[config.mk]
export PLATFORM = sky130hd
export DESIGN_NAME = wb_bram_ctrl
export DESIGN_NICKNAME = d
export VERILOG_FILES = /design/src/rtl/wb_bram_ctrl.sv
export SDC_FILE = /design/constraint.sdc
export NUM_CORES = 1
export LEC_CHECK = 0
export BUFFER_PORTS_ARGS = -buffer_cell sky130_fd_sc_hd__buf_4
export CORE_MARGIN = 2
export CORE_UTILIZATION = 37
export DETAILED_ROUTE_END_ITERATION = 10
export PLACE_DENSITY = 0.86
export SYNTH_ARGS = -nofsm -noshare
export SYNTH_HDL_FRONTEND = slang
export SYNTH_SLANG_ARGS = --single-unit
[constraint.sdc]
create_clock -name wb_clk_i -period 4.4 [get_ports wb_clk_i]
set_input_delay 1.32 -clock wb_clk_i [delete_from_list [all_inputs] [get_ports wb_clk_i]]
set_output_delay 1.32 -clock wb_clk_i [all_outputs]
set_load 0.02 [all_outputs]
[src/rtl/wb_bram_ctrl.sv]
// wb_bram_ctrl: Wishbone classic slave driving one synchronous BRAM port, with base-window decode.
// Latency: write terminates 1 cycle after strobe, read READ_LATENCY+1 cycles; at most one access per 2 cycles.
// Backpressure: master is held by withholding ack/err; dropping wb_cyc_i aborts a read or suppresses termination.
module wb_bram_ctrl #(
   parameter int          DATA_WIDTH   = 32,
   parameter int          ADDR_WIDTH   = 18,
   parameter int          READ_LATENCY = 1,
   parameter logic [31:0] BASE_ADDR    = 32'h0000_0000,
   parameter bit          ERR_ENABLE   = 1'b1
) (
   input  logic                    wb_clk_i,
   input  logic                    wb_rst_i,
   input  logic                    wb_cyc_i,
   input  logic                    wb_stb_i,
   input  logic                    wb_we_i,
   input  logic [31:0]             wb_adr_i,
   input  logic [DATA_WIDTH-1:0]   wb_dat_i,
   input  logic [DATA_WIDTH/8-1:0] wb_sel_i,
   output logic [DATA_WIDTH-1:0]   wb_dat_o,
   output logic                    wb_ack_o,
   output logic                    wb_err_o,
   output logic                    ram_en,
   output logic [DATA_WIDTH/8-1:0] ram_wea,
   output logic [ADDR_WIDTH-1:0]   ram_addr,
   output logic [DATA_WIDTH-1:0]   ram_data_o,
   input  logic [DATA_WIDTH-1:0]   ram_data_i
);

   localparam int SEL_W     = DATA_WIDTH / 8;
   localparam int BYTE_BITS = $clog2(SEL_W);
   localparam int WIN_LSB   = ADDR_WIDTH + BYTE_BITS;
   // Counter preload: remaining RD_WAIT cycles before ram_data_i is valid.
   localparam logic [1:0] CNT_INIT = 2'(READ_LATENCY - 1);

   typedef enum logic [1:0] {IDLE, RD_WAIT, ACK, ERR} state_t;

   state_t                state_q, state_d;
   logic [1:0]            cnt_q, cnt_d;
   logic [ADDR_WIDTH-1:0] addr_q, addr_d;
   logic [DATA_WIDTH-1:0] dat_q;
   logic                  cap;
   logic                  en_c, ack_c, err_c;
   logic [SEL_W-1:0]      wea_c;
   logic [ADDR_WIDTH-1:0] addr_c;

   logic                  req;
   logic                  in_win;
   logic [ADDR_WIDTH-1:0] word_adr;
   logic                  unused_lo;

   assign req      = wb_cyc_i & wb_stb_i;
   // Without error decode the upper address bits simply alias into the RAM.
   assign in_win   = ERR_ENABLE ? (wb_adr_i[31:WIN_LSB] == BASE_ADDR[31:WIN_LSB]) : 1'b1;
   assign word_adr = wb_adr_i[WIN_LSB-1:BYTE_BITS];
   // Byte offset within a word is irrelevant: lanes are chosen by wb_sel_i.
   assign unused_lo = ^wb_adr_i[BYTE_BITS-1:0];

   // State, latency counter, captured read address and read data registers.
   always_ff @(posedge wb_clk_i or posedge wb_rst_i) begin
      if (wb_rst_i) begin
         state_q <= IDLE;
         cnt_q   <= '0;
         addr_q  <= '0;
         dat_q   <= '0;
      end else begin
         state_q <= state_d;
         cnt_q   <= cnt_d;
         addr_q  <= addr_d;
         if (cap) begin
            dat_q <= ram_data_i;
         end
      end
   end

   // Next-state decode and RAM/bus strobes; ACK/ERR ignore req so terminations never run back-to-back.
   always_comb begin
      state_d = state_q;
      cnt_d   = cnt_q;
      addr_d  = addr_q;
      cap     = 1'b0;
      en_c    = 1'b0;
      wea_c   = '0;
      addr_c  = addr_q;
      ack_c   = 1'b0;
      err_c   = 1'b0;
      case (state_q)
         IDLE: begin
            addr_c = word_adr;
            if (req) begin
               if (!in_win) begin
                  state_d = ERR;
               end else if (wb_we_i) begin
                  en_c    = 1'b1;
                  wea_c   = wb_sel_i;
                  state_d = ACK;
               end else begin
                  en_c    = 1'b1;
                  addr_d  = word_adr;
                  cnt_d   = CNT_INIT;
                  state_d = RD_WAIT;
               end
            end
         end
         RD_WAIT: begin
            en_c = 1'b1;
            if (!wb_cyc_i) begin
               state_d = IDLE;
            end else if (cnt_q != 2'd0) begin
               cnt_d = cnt_q - 2'd1;
            end else begin
               cap     = 1'b1;
               state_d = ACK;
            end
         end
         ACK: begin
            ack_c   = wb_cyc_i;
            state_d = IDLE;
         end
         ERR: begin
            err_c   = wb_cyc_i;
            state_d = IDLE;
         end
         default: state_d = IDLE;
      endcase
   end

   // RAM-side strobes are combinational from the bus, so they are forced quiet while reset is held.
   assign ram_en     = en_c & ~wb_rst_i;
   assign ram_wea    = wb_rst_i ? '0 : wea_c;
   assign ram_addr   = wb_rst_i ? '0 : addr_c;
   assign ram_data_o = wb_rst_i ? '0 : wb_dat_i;
   assign wb_ack_o   = ack_c;
   assign wb_err_o   = err_c;
   assign wb_dat_o   = dat_q;

endmodule

==> impl_metrics.tcl <==
set metrics [dict create \
    drt_iter0_markers 70 \
    core_sq_um 7210 \
    synthDistinctLibCells 28 \
    synth-edff-count 0 \
    synth.net_count 348 \
    drive_above_1_share 0.609 \
    grt_start_max_net_pins 55 \
    fin_worst_skew_ns 0.0111 \
    die_area_sq_um 8070 \
    cts_buffers 5 \
    multi_input_area_sq_um 1280 \
    io_pins 194 \
    dieWidth_microns 89.9 \
    max_cap_viol_count 0 \
    port_buffers 191 \
    async_flop_share 1.00 \
    yosysTopAreaCellShare 0.495 \
    overflow 0 \
    post-route-period-util 0.916 \
    worstPathRequired_ns 3.08 \
    powerDensity_nw_per_um2 327 \
    routed_wl_microns 7650 \
    final_nets 536 \
    clockBufferDepth 2 \
    diodes 0 \
    routed_via_density 4.66 \
    fp-row-count 31 \
    dieHeight_microns 89.9 \
    clkTransAtPathRegs_ns 0.10 \
    hold_ws_ns 0.505 \
    hpwl_microns 5900 \
    rrSetupSlack_ns 2.22 \
    antenna_found_initial 0 \
    clockRootBuffer "clkbuf_8" \
    relSlewSlack 0.556 \
    tns_ns 0 \
    critPathMaxFanout 5 \
    crit_path_end_kind "primary output" \
    worstSkewPairLatency_ns 0.30 \
    synth_ff_type "dfrtp_1" \
    crit_type "input port to primary output" \
    leakage_uw 0.00231 \
    yosys_warnings 0 \
    fmax_mhz 248 \
    syn_inst 242 \
    initial_core_util 0.378 \
    tightest_slew_ns 0.666 \
    final_cell_count_no_fill 529 \
    cts_sinks 54 \
    holdCritPathClass "register to register" \
    ys_seq_area_frac 0.495 \
    outcome "finished clean" \
    gp_congestion 0.859 \
    yosysMostFrequentCell "dfrtp_1" \
    worstHoldEndpoint "cnt_q[1]$_DFFE_PP0P_" \
    regArea_sq_um 1350 \
    grt.total_usage 0.183 \
    cts_tree "done" \
    rr_worst_depth 5 \
    synth_area_per_cell_sq_um 11.3 \
    ys_seq_elements 54 \
    reg2reg_to "addr_q[16]$_DFFE_PP0P_" \
    cts_htree_levels 2 \
    critPathLaunchType "input port" \
    drtPass1Iterations 4 \
    finalMaxSlewViolations 0 \
    synth.cell_area_sq_um 2730 \
    post_cts_buffers 0 \
    hold_viol_final 0 \
    ant_nets 0 \
    synthTopCellsByCount "dfrtp_1, mux2_2, nand2_1" \
    num_vias 2466 \
    hold_path.startpoint "cnt_q[1]$_DFFE_PP0P_" \
    yosysTopAreaCell "dfrtp_1" \
    finalCriticalPeriod_ns 4.03 \
    cts_resized 0 \
    vdd_drop_max_mv 0.127 \
    cts_hold_buf 0 \
    dp_cells 522 \
    r2r-start "state_q[0]$_DFFE_PP0P_" \
    syn2layout_area_growth_pct 58.7 \
    fillCellCount 631 \
    grt_pass1_vias 2523 \
    grt_pass1_wl_microns 12100 \
    rsz0062_at_grt "false" \
    synth_area_leaders "dfrtp_1, mux2_2, nor2b_1, mux2_4, nand2_1" \
    worstHoldPathCells 2 \
    setup_viol 0 \
    route.detailed.drc 0 \
    wl_per_cell_microns 14.5 \
    crit_arrival_ns 2.71 \
]
[per-layer routing]
metal | share of wire | global-route usage | vias up
met1 | 0.38 | 0.201 | 1149
met5 | 0 | 0 | -
met4 | 0.021 | 0.0692 | 0
met2 | 0.53 | 0.336 | 122
li1 | - | - | 1185
met3 | 0.067 | 0.0486 | 10
[power breakdown]
group	switching, uW	internal, uW	leakage (uW)
Sequential	42.9	575	0.000736
Clock	154	110	0.0000444
Combinational	270	264	0.00153
[through the flow]
stage	util	area (sq um)	setup WS (ns)	power (uW)
3_5_place_dp	0.589	4250	0.332	1170
2_1_floorplan	-	2740	0.106	901
3_3_place_gp	0.589	4250	0.316	1150
5_1_grt	0.600	4330	0.210	1490
6_report	0.600	4330	0.368	1420
4_1_cts	0.600	4330	0.327	1440
[final cells by class]
| cell class | count | share of cell area |
|---|---|---|
| repair buffers | 195 | 0.338 |
| flip-flops and latches | 54 | 0.312 |
| multi-input cells | 169 | 0.297 |
| well taps | 99 | 0.0286 |
| clock buffers | 5 | 0.0159 |
| inverters | 5 | 0.00520 |
| clock inverters | 2 | 0.00318 |
[flip-flops by register name, summed over array words and instances, names as in the netlist]
signal	cells
wb_dat_o	32
cnt_q	2
state_q	2
addr_q	18
[kinds of logic (layout without fill, tap and decap cells)]
logic type / Yosys count / in the layout / share of synthesized area
buffers and inverters: 19 / 207 / 0.0362
DFF: 54 / 54 / 0.495
adders and majority gates: 1 / 1 / 0.00459
muxes: 50 / 50 / 0.220
AOI/OAI and AO/OA: 26 / 26 / 0.0528
and+or+nand+nor: 92 / 92 / 0.191
[worst max path at each step]
stage | start | end | slack (ns) | cells after the start
final | wb_adr_i[27] | ram_wea[0] | 0.37 | 6
after global routing | wb_adr_i[27] | ram_wea[2] | 0.21 | 6
after CTS | wb_adr_i[27] | ram_wea[3] | 0.33 | 6
after detailed placement | wb_adr_i[27] | ram_wea[3] | 0.33 | 6
after global placement | wb_adr_i[27] | ram_wea[3] | 0.32 | 6
after floorplan | wb_rst_i | ram_en | 0.11 | 4
[worst max-delay path: stages]
cell,delay (ns)
buf_4,0.11
nor4_2,0.31
nand3_2,0.20
nor4_1,0.43
and2_1,0.20
buf_4,0.14
[placed cells by master (no fill, tap or decap), types with 2 or more instances in the layout]
master	n
a21oi_1	20
and2_1	4
buf_4	195
clkbuf_8	5
dfrtp_1	54
inv_1	4
mux2_2	40
mux2_4	10
nand2_1	38
nand3_2	2
nor2_1	6
nor2b_1	32
nor4_2	2
o21ai_0	2
o31ai_1	2
No activity file was read; power rests on OpenSTA's default activity.
